--- config.mk ---
export PLATFORM = sky130hd
export DESIGN_NAME = pipe_stall_flush_ctrl
export DESIGN_NICKNAME = d
export VERILOG_FILES = /design/src/rtl/pipe_stall_flush_ctrl_pkg.sv /design/src/rtl/pipe_stall_flush_ctrl_sat_counter.sv /design/src/rtl/pipe_stall_flush_ctrl.sv
export SDC_FILE = /design/constraint.sdc
export NUM_CORES = 1
export LEC_CHECK = 0
export ABC_AREA = 1
export BUFFER_PORTS_ARGS = -buffer_cell sky130_fd_sc_hd__buf_4
export CELL_PAD_IN_SITES_DETAIL_PLACEMENT = 1
export CELL_PAD_IN_SITES_GLOBAL_PLACEMENT = 1
export CORE_MARGIN = 3
export CORE_UTILIZATION = 35
export CTS_CLUSTER_DIAMETER = 200
export DETAILED_ROUTE_END_ITERATION = 8
export PLACE_DENSITY = 0.88
export SETUP_SLACK_MARGIN = 0.1
export SYNTH_ARGS = -nofsm -noshare
export SYNTH_HDL_FRONTEND = slang
export SYNTH_SLANG_ARGS = --single-unit
--- constraint.sdc ---
create_clock -name clk -period 2.1 [get_ports clk]
set_input_delay 0.315 -clock clk [delete_from_list [all_inputs] [get_ports clk]]
set_output_delay 0.315 -clock clk [all_outputs]
set_load 0.01 [all_outputs]
--- src/rtl/pipe_stall_flush_ctrl_pkg.sv ---
// Shared constants and FSM encoding for the pipeline hazard controller.
package pipe_stall_flush_ctrl_pkg;

  localparam int STALL_BUS = 6;

  localparam int STG_PC    = 0;
  localparam int STG_IF_ID = 1;
  localparam int STG_ID_EX = 2;
  localparam int STG_EX_MEM = 3;
  localparam int STG_MEM_WB = 4;
  localparam int STG_WB    = 5;

  typedef enum logic {
    CTRL_IDLE = 1'b0,
    CTRL_PEND = 1'b1
  } ctrl_state_t;

endpackage

--- src/rtl/pipe_stall_flush_ctrl_sat_counter.sv ---
// Saturating event counter; clear wins over increment.
module sat_counter #(
  parameter int CNT_W = 16
) (
  input  logic             clk,
  input  logic             resetn,
  input  logic             inc,
  input  logic             clr,
  output logic [CNT_W-1:0] q
);

  always_ff @(posedge clk) begin
    if (!resetn) begin
      q <= '0;
    end else if (clr) begin
      q <= '0;
    end else if (inc && (q != {CNT_W{1'b1}})) begin
      q <= q + 1'b1;
    end
  end

endmodule

--- src/rtl/pipe_stall_flush_ctrl.sv ---
// Central hazard controller: merges stall requests into a prefix hold vector,
// sequences exception flushes around outstanding fetches, and counts events.
//
// state     | meaning
// CTRL_IDLE | normal operation; stalls follow stallreq, immediate flush allowed
// CTRL_PEND | redirect latched, pipeline frozen until fetch_busy drops
module pipe_stall_flush_ctrl
  import pipe_stall_flush_ctrl_pkg::*;
#(
  parameter int STAGES = STALL_BUS,
  parameter int ADDR_W = 32,
  parameter int CNT_W  = 16
) (
  input  logic              clk,
  input  logic              resetn,
  input  logic [STAGES-1:0] stallreq,
  input  logic              excp_req,
  input  logic [ADDR_W-1:0] excp_target,
  input  logic              fetch_busy,
  input  logic              cnt_clr,
  output logic [STAGES-1:0] stall,
  output logic              flush,
  output logic [ADDR_W-1:0] new_pc,
  output logic              flush_pend,
  output logic [CNT_W-1:0]  stall_cnt,
  output logic [CNT_W-1:0]  flush_cnt
);

  ctrl_state_t       state, state_nxt;
  logic [ADDR_W-1:0] pend_pc, pend_pc_nxt;
  logic [STAGES-1:0] stall_mask;
  logic [STAGES-1:0] stall_c;
  logic              flush_c;
  logic [ADDR_W-1:0] new_pc_c;
  logic              req_above;

  always_ff @(posedge clk) begin
    if (!resetn) begin
      state   <= CTRL_IDLE;
      pend_pc <= '0;
    end else begin
      state   <= state_nxt;
      pend_pc <= pend_pc_nxt;
    end
  end

  // Every register at or below the highest stalling stage must hold.
  always_comb begin
    req_above  = 1'b0;
    stall_mask = '0;
    for (int i = STAGES - 1; i >= 0; i--) begin
      req_above     = req_above | stallreq[i];
      stall_mask[i] = req_above;
    end
  end

  always_comb begin
    state_nxt   = state;
    pend_pc_nxt = pend_pc;
    stall_c     = stall_mask;
    flush_c     = 1'b0;
    new_pc_c    = '0;
    case (state)
      CTRL_IDLE: begin
        if (excp_req && !fetch_busy) begin
          flush_c  = 1'b1;
          new_pc_c = excp_target;
          stall_c  = '0;
        end else if (excp_req) begin
          stall_c     = '1;
          pend_pc_nxt = excp_target;
          state_nxt   = CTRL_PEND;
        end
      end
      CTRL_PEND: begin
        // A younger exception here is dropped; the pending flush kills it anyway.
        if (fetch_busy) begin
          stall_c = '1;
        end else begin
          flush_c   = 1'b1;
          new_pc_c  = pend_pc;
          stall_c   = '0;
          state_nxt = CTRL_IDLE;
        end
      end
      default: state_nxt = CTRL_IDLE;
    endcase
  end

  assign stall      = resetn ? stall_c  : '0;
  assign flush      = resetn ? flush_c  : 1'b0;
  assign new_pc     = resetn ? new_pc_c : '0;
  assign flush_pend = (state == CTRL_PEND);

  sat_counter #(.CNT_W(CNT_W)) u_stall_cnt (
    .clk    (clk),
    .resetn (resetn),
    .inc    ((stall != '0) && !flush),
    .clr    (cnt_clr),
    .q      (stall_cnt)
  );

  sat_counter #(.CNT_W(CNT_W)) u_flush_cnt (
    .clk    (clk),
    .resetn (resetn),
    .inc    (flush),
    .clr    (cnt_clr),
    .q      (flush_cnt)
  );

endmodule
Yosys cells after proc, flatten, opt, wreduce, memory -nomap -nowiden
Index checks and enable logic that the tools add are counted.
{"block": "classes", "reduce_logical": 9, "n_eq_ne": 2, "muxes": 17, "add_sub_neg": 2, "n_bitwise": 8}
{"op": "two-way mux 32 bit", "n": 3}
{"op": "one-hot mux 32 bit (2 select lines)", "n": 1}
{"op": "adder 16 x 1 -> 16 bit, second input constant", "n": 2}
{"op": "!= test 16 bit, second input constant", "n": 2}
{"op": "two-way mux 6 bit", "n": 4}
{"op": "one-hot mux 6 bit (2 select lines)", "n": 1}
{"op": "two-way mux 1 bit", "n": 6}
{"op": "nonzero test 6 bit", "n": 1}
{"op": "OR 1 bit", "n": 5}
{"op": "logical AND 1 bit", "n": 4}
{"op": "one-hot mux 1 bit (2 select lines)", "n": 2}
{"op": "NOT 1 bit", "n": 3}
{"op": "AND reduction 3 bit", "n": 1}
{"op": "logical NOT 1 bit", "n": 2}
{"op": "OR reduction 2 bit", "n": 1}
{"block": "word_totals", "input_bits": 43, "reg_bits": 65}

Longest topological paths before layout
Gate-level depths: netlist of the first run.
{"block": "depth", "ltp_word": 12, "mapped_depth": 11}

By module
From an unflattened synthesis of the first run, not the netlist that was laid out.
{"block": "hier_totals", "hier_cells": 555, "area_unflattened_um2": 3487.1}
{"mod": "sat_counter", "seq_area_each_um2": 320.3, "cells_each": 153, "n_inst": 2, "area_per_inst_um2": 910.9}
{"mod": "pipe_stall_flush_ctrl", "seq_area_each_um2": 660.6, "cells_each": 249, "n_inst": 1, "area_per_inst_um2": 1665.3}

Worst setup path before layout of the first run
No wires, ideal clock.
{"block": "synth_path", "kind": "reg2reg", "startpoint": "register u_flush_cnt.q[0]", "endpoint": "register u_flush_cnt.q[10]", "synth_period_minus_slack_ps": 1638, "setup_ps": 132, "path_stages_with_launch": 10, "arrival_time_ps": 1506, "path_buffers": 1, "t_required_ps": 1968, "path_slack_ps": 462, "path_cell_list": "dfxtp_1 -> ha_1 -> nand3_1 -> nor3_2 -> nand3_1 -> nand2_4 -> inv_2 -> buf_6 -> nand2_1 -> a21oi_1"}
{"block": "synth_between", "elab_chain_len": 2, "word_cells_on_any_way": 3, "cone_classes": "1 x add/sub; 1 x eq/ne; 1 x reduce/logical"}
{"element": "from (decl)", "line_no": "pipe_stall_flush_ctrl_sat_counter.sv:9", "text": "output logic [CNT_W-1:0] q"}
{"element": "from (signal assigned)", "line_no": "pipe_stall_flush_ctrl_sat_counter.sv:18", "text": "q <= q + 1'b1;"}
{"element": "parallel branches: the longest is 2 deep, another holds adder 16 x 1 -> 16 bit"}
Several ways; the timed one is not identified.
A chain may end at the register's enable or synchronous reset.

Worst setup path after layout of the first run
{"block": "layout_path", "startpoint": "register state, in the netlist flush_pend", "endpoint": "output new_pc[20]"}
{"block": "layout_between", "elab_chain_len": 3}
{"element": "from (decl)", "line_no": "pipe_stall_flush_ctrl.sv:29", "text": "ctrl_state_t state, state_nxt;"}
{"element": "from (signal assigned)", "line_no": "pipe_stall_flush_ctrl.sv:42", "text": "state <= state_nxt;"}
{"element": "NOT 1 bit"}
{"element": "one-hot mux 32 bit (2 select lines) (*)", "line_no": "pipe_stall_flush_ctrl.sv:63", "text": "case (state)"}
{"element": "two-way mux 32 bit (*)", "line_no": "pipe_stall_flush_ctrl.sv:92", "text": "assign new_pc = resetn ? new_pc_c : '0;"}
{"element": "to (decl)", "line_no": "pipe_stall_flush_ctrl.sv:23", "text": "output logic [ADDR_W-1:0] new_pc,"}
Every way passes the cells marked *; elsewhere a longest branch is shown, timed or not.

==> results of run 1 <==
==> cell type report <==
class / count / area [µm²] / area share
Clock buffer: 12 / 155 / 0.0313
Multi-Input combinational cell: 407 / 2050 / 0.414
Tap cell: 133 / 166 / 0.0336
Sequential cell: 65 / 1310 / 0.263
Clock inverter: 4 / 51.3 / 0.0103
Inverter: 35 / 131 / 0.0265
Timing Repair Buffer: 134 / 1100 / 0.221
==> how the worst min path moves through the flow <==
stage                                 from               end  slack (ps)  cells after the start
after CTS                  excp_target[12]       pend_pc[12]         200                      3
after floorplan             excp_target[0]        pend_pc[0]         450                      2
final                       excp_target[8]        pend_pc[8]         200                      3
after detailed placement  u_flush_cnt.q[9]  u_flush_cnt.q[9]         500                      2
after global routing       excp_target[17]       pend_pc[17]         210                      3
after global placement          pend_pc[0]        pend_pc[0]         490                      2
==> synth_stat cells, types with 2 or more instances <==
cell type / n
dfxtp_1: 65
o21ai_0: 37
nand2_2: 2
xor2_1: 9
a21oi_1: 27
nand3_1: 32
nor3_2: 3
buf_6: 5
xnor2_1: 8
nand2_4: 2
buf_2: 4
clkbuf_1: 17
a22oi_1: 32
nor2_4: 2
a21oi_2: 3
inv_2: 5
nand3b_1: 2
nor2_2: 3
nor3_1: 8
nor2_1: 129
ha_1: 2
inv_1: 30
nand2_1: 97
nand4_1: 4
==> repair_timing <==
item / 4_1_cts / 5_1_grt
hold endpoints to repair: 0 / 0
resized for setup: 0 / 7
buffers inserted: 0 / 5
setup endpoints to repair: 0 / 48
==> layer usage <==
metal / vias up / wire length, µm / share of wire
li1: 1983 / - / -
met1: 1940 / 5330 / 0.42
met2: 123 / 6430 / 0.51
met3: 15 / 754 / 0.060
met4: 0 / 147 / 0.012
met5: - / 0 / 0
==> state kept, by name, indices dropped and copies added, names as in the netlist <==
register,flops
u_flush_cnt.q,16
flush_pend,1
u_stall_cnt.q,16
pend_pc,32
==> metrics by stage <==
step | utilization | hold slack [ps] | worst slack [ps]
final | 0.501 | 204 | 233
after global routing | 0.501 | 210 | 62.5
after detailed placement | 0.467 | 504 | 229
after global placement | 0.467 | 493 | 368
after CTS | 0.487 | 200 | 134
after floorplan | - | 450 | 462
==> power by group <==
group	internal (mW)	leakage [nW]	total, mW	switching (mW)
combinational	0.212	1.48	0.491	0.279
clock	0.615	0.103	1.13	0.516
sequential	1.29	0.532	1.32	0.0333
total	2.12	2.11	2.94	0.829
==> worst max-delay path, cell delays in order, from the launching register on <==
cell and delay, ps:
dfxtp_4 370, nand2_1 110, inv_2 130, buf_12 160, a22oi_1 90, nor2_1 180
buf_4 150
==> cell families (layout without fill, tap and decap cells) <==
family,Yosys count,in the layout,share of synthesized area
fa+ha+maj,2,2,0.00693
buf+inv,61,185,0.0752
flops,65,65,0.360
compound gates,101,101,0.169
simple gates,287,287,0.347
xor+xnor,17,17,0.0412
==> reports/qor.csv, run 1 <==
metric;value;unit
dp_cells;766;
grt_max_degree;33;
cts.sinks;65;
gr-usage-all-layers;0.210;
fmax;536;MHz
drive_above_1_share;0.272;
r2r-end;u_flush_cnt.q[1];
viasPerCell;5.14;
grt_pass1_wl;19.9;mm
drt_iter0_drc;131;
ios;115;
outcome;finished, final reports clean;
busiest_layer;met2;
final_cell_mix;nor2_1 (128), buf_4 (128), nand2_1 (96);
synth_area;3610;µm²
endpoint;new_pc[20];
setup.worst_path.start_class;flip-flop;
via_count;4061;
syn-num-nets;578;
critPathLaunch;flush_pend;
antenna_found_initial;0;
synth_top_cell_by_area;dfxtp_1;
drv_slew;0;
tns;0;ps
fin_crit;1870;ps
cts_root_buf;clkbuf_8;
endpoint_kind;primary output;
r2r-start;u_flush_cnt.q[0];
dp_hpwl;8.75;mm
rsz0062_at_grt;true;
syn_to_final_growth;37.4;%
fin_crit_sh;0.889;
netlist_instances;533;
worst_pin_slew;443;ps
dieHeight;108;µm
initial_core_util;0.364;
met2_usage;0.369;
wl;12.7;mm
worstPathArrival;1550;ps
place.gp.congestion;0.865;
synth_edf_count;0;
grt.overflow.total;0;
drt.antenna.violating_nets;0;
yosys-top-cells-area;dfxtp_1 (36%), nor2_1 (13%), nand2_1 (10%), a22oi_1 (6.7%), o21ai_0 (5.1%);
insertion_delay;340;ps
gr-usage-met1;0.257;
synth_top_area_share;0.360;
nets;697;
cts_buffers;9;
grt_pass1_vias;4201;
worst_clock_skew;12.5;ps
power;2.94;mW
rrSetupSlack;240;ps
postSynthAreaPerCell;6.77;µm²
clkTransAtPathRegs;80;ps
port_buffers;114;
irDropWorstVdd;0.286;mV
cts_hold_buffers;0;
die_x;108;µm
power_leakage;2.11;nW
nFillCells;1278;
antennaDiodeCount;0;
yosysWarnings;0;
std_cell_rows;36;
placed_area;4620;µm²
use_met3;0.0510;
rr_worst_depth;8;
p_per_area;594;nW/µm²
hp-class;in2reg;
drv_cap;0;
ys.flop_type;dfxtp_1;
seq_area_frac_synth;0.360;
setup_violations;0;
critPathRequiredTime;1780;ps
dieArea;11600;µm²
cts_tree;yes;
synth_seq_cells;65;
drc;0;
worstPathMaxFanout;16;
cts_htree_levels;3;
critPathKind;reg2out;
finalNonFillerCells;790;
final_area;4960;µm²
hold_violations;0;
relSlewSlack;0.702;
cts_max_path_buffers;2;
drtPass1Iterations;4;
synth_cell_type_count;29;
wl_per_cell;16.0;µm
fp.coreArea;9910;µm²
postSynth.asyncResetShare;0;
Power figures use the tool's default switching activity.
==> run 2, diff against run 1 <==
--- a/config.mk
+++ b/config.mk
@@ -14,6 +14,7 @@
 export CTS_CLUSTER_DIAMETER = 200
 export DETAILED_ROUTE_END_ITERATION = 8
 export PLACE_DENSITY = 0.88
+export RECOVER_POWER = 25
 export SETUP_SLACK_MARGIN = 0.1
 export SYNTH_ARGS = -nofsm -noshare
 export SYNTH_HDL_FRONTEND = slang
==> constraint.sdc (replaced) <==
create_clock -name clk -period 2.16 [get_ports clk]
set_input_delay 0.324 -clock clk [delete_from_list [all_inputs] [get_ports clk]]
set_output_delay 0.324 -clock clk [all_outputs]
set_load 0.01 [all_outputs]
==> reports/qor.csv, run 2 (synthesis results as in run 1) <==
metric;value;unit
fmax;496;MHz
power.share.sequential;0.463;
grt_pass1_vias;4151;
top_regs;pend_pc (32), u_flush_cnt.q (16), u_stall_cnt.q (16);
switching_share;0.280;
gr-usage-all-layers;0.217;
syn_to_final_growth;30.6;%
clkTransAtPathRegs;70;ps
cts_root_buf;clkbuf_8;
nFillCells;1345;
antennaDiodeCount;0;
antenna_found_initial;0;
largest_register_ffs;32;
irDropWorstVdd;0.247;mV
rsz0062_at_grt;false;
fin_crit;2020;ps
die_x;108;µm
drt_iter0_drc;146;
p_per_area;591;nW/µm²
fp.coreArea;9910;µm²
min_path_cells;3;
hold_violations;0;
p_sw;0.780;mW
place.gp.congestion;0.858;
dp_hpwl;9.00;mm
worst_clock_skew;10.9;ps
cts_max_path_buffers;2;
port_buffers;114;
cts_htree_levels;3;
critPathRequiredTime;1840;ps
hold_start;excp_target[25];
holdWs;214;ps
fin_crit_sh;0.934;
viasPerCell;5.17;
drv_cap;0;
relSlewSlack;0.627;
setup.worst_path.start_class;flip-flop;
power_leakage;1.92;nW
tns;0;ps
worstHoldEndpoint;pend_pc[25];
endpoint_kind;primary output;
p_clk_frac;0.374;
critPathKind;reg2out;
drtPass1Iterations;5;
drive_above_1_share;0.209;
nets;692;
dp_slack;268;ps
wl;12.6;mm
r2r-start;u_stall_cnt.q[0];
largest-register;pend_pc;
cts_tree;yes;
drt.antenna.violating_nets;0;
outcome;finished, final reports clean;
worst_slack;142;ps
r2r-end;u_stall_cnt.q[1];
setup_violations;0;
layout_commonest_cell;nor2_1;
power;2.79;mW
dieArea;11600;µm²
rrSetupSlack;290;ps
rr_worst_depth;10;
dieHeight;108;µm
initial_core_util;0.364;
utilization;0.476;
via_count;4061;
worstPathMaxFanout;32;
grt_max_degree;34;
worst_pin_slew;559;ps
p_int;2.01;mW
grt_pass1_wl;20.3;mm
cts.sinks;65;
wl_per_cell;16.0;µm
pwr-share-comb;0.162;
cts_hold_buffers;0;
std_cell_rows;36;
cts_buffers;9;
drc;0;
ios;115;
drv_slew;0;
hp-class;in2reg;
insertion_delay;350;ps
final_cell_mix;nor2_1 (128), nand2_1 (97), buf_4 (93);
worstPathArrival;1690;ps
grt.overflow.total;0;
run 2: area by class of cell:
type                    instances  area (µm²)  area share
multi-input cells             407        2040       0.433
clock inverters                 3        40.0     0.00849
repair buffers                129         883       0.187
well taps                     133         166      0.0353
flip-flops and latches         65        1300       0.276
inverters                      35         131      0.0279
clock buffers                  13         149      0.0316
run 2: routing by layer:
layer | share of wire | vias up | global-route usage
met5 | 0 | - | 0
met4 | 0.010 | 0 | 0.0658
met3 | 0.052 | 12 | 0.0402
met2 | 0.51 | 115 | 0.381
met1 | 0.43 | 1952 | 0.267
li1 | - | 1982 | -
run 2: worst max path at each step:
stage,start,endpoint,slack [ps],depth (start not counted)
final,flush_pend,new_pc[16],140,6
after CTS,flush_pend,new_pc[16],120,6
after global placement,u_stall_cnt.q[0],u_stall_cnt.q[0],360,10
after global routing,flush_pend,new_pc[1],70,7
after floorplan,u_flush_cnt.q[0],u_flush_cnt.q[10],520,9
after detailed placement,u_flush_cnt.q[0],u_flush_cnt.q[6],270,9
run 2: timing repair:
action / CTS / global route
resized for setup: 3 / 2
pin swaps: 0 / 2
buffers inserted: 0 / 6
setup endpoints to repair: 8 / 10
run 2: through the flow:
step           std cells  cell area (µm²)
6_report             785             4710
5_1_grt              785             4710
4_1_cts              779             4790
3_5_place_dp         763             4590
3_3_place_gp         763             4590
2_1_floorplan        533             3610
run 2: worst max-delay path: stages (launching register included):
cell and delay [ps]:
dfxtp_1 410, nand2_1 140, inv_1 120, buf_12 190, a22oi_1 120, nor2_1 190
buf_4 160
run 2: power groups by stage:
stage	clock, mW	combinational, mW	sequential (mW)
floorplan	0	0.242	1.31
global placement	0	0.422	1.31
detailed placement	0	0.439	1.32
CTS	1.07	0.445	1.29
global route	1.12	0.502	1.30
finish	1.04	0.453	1.29
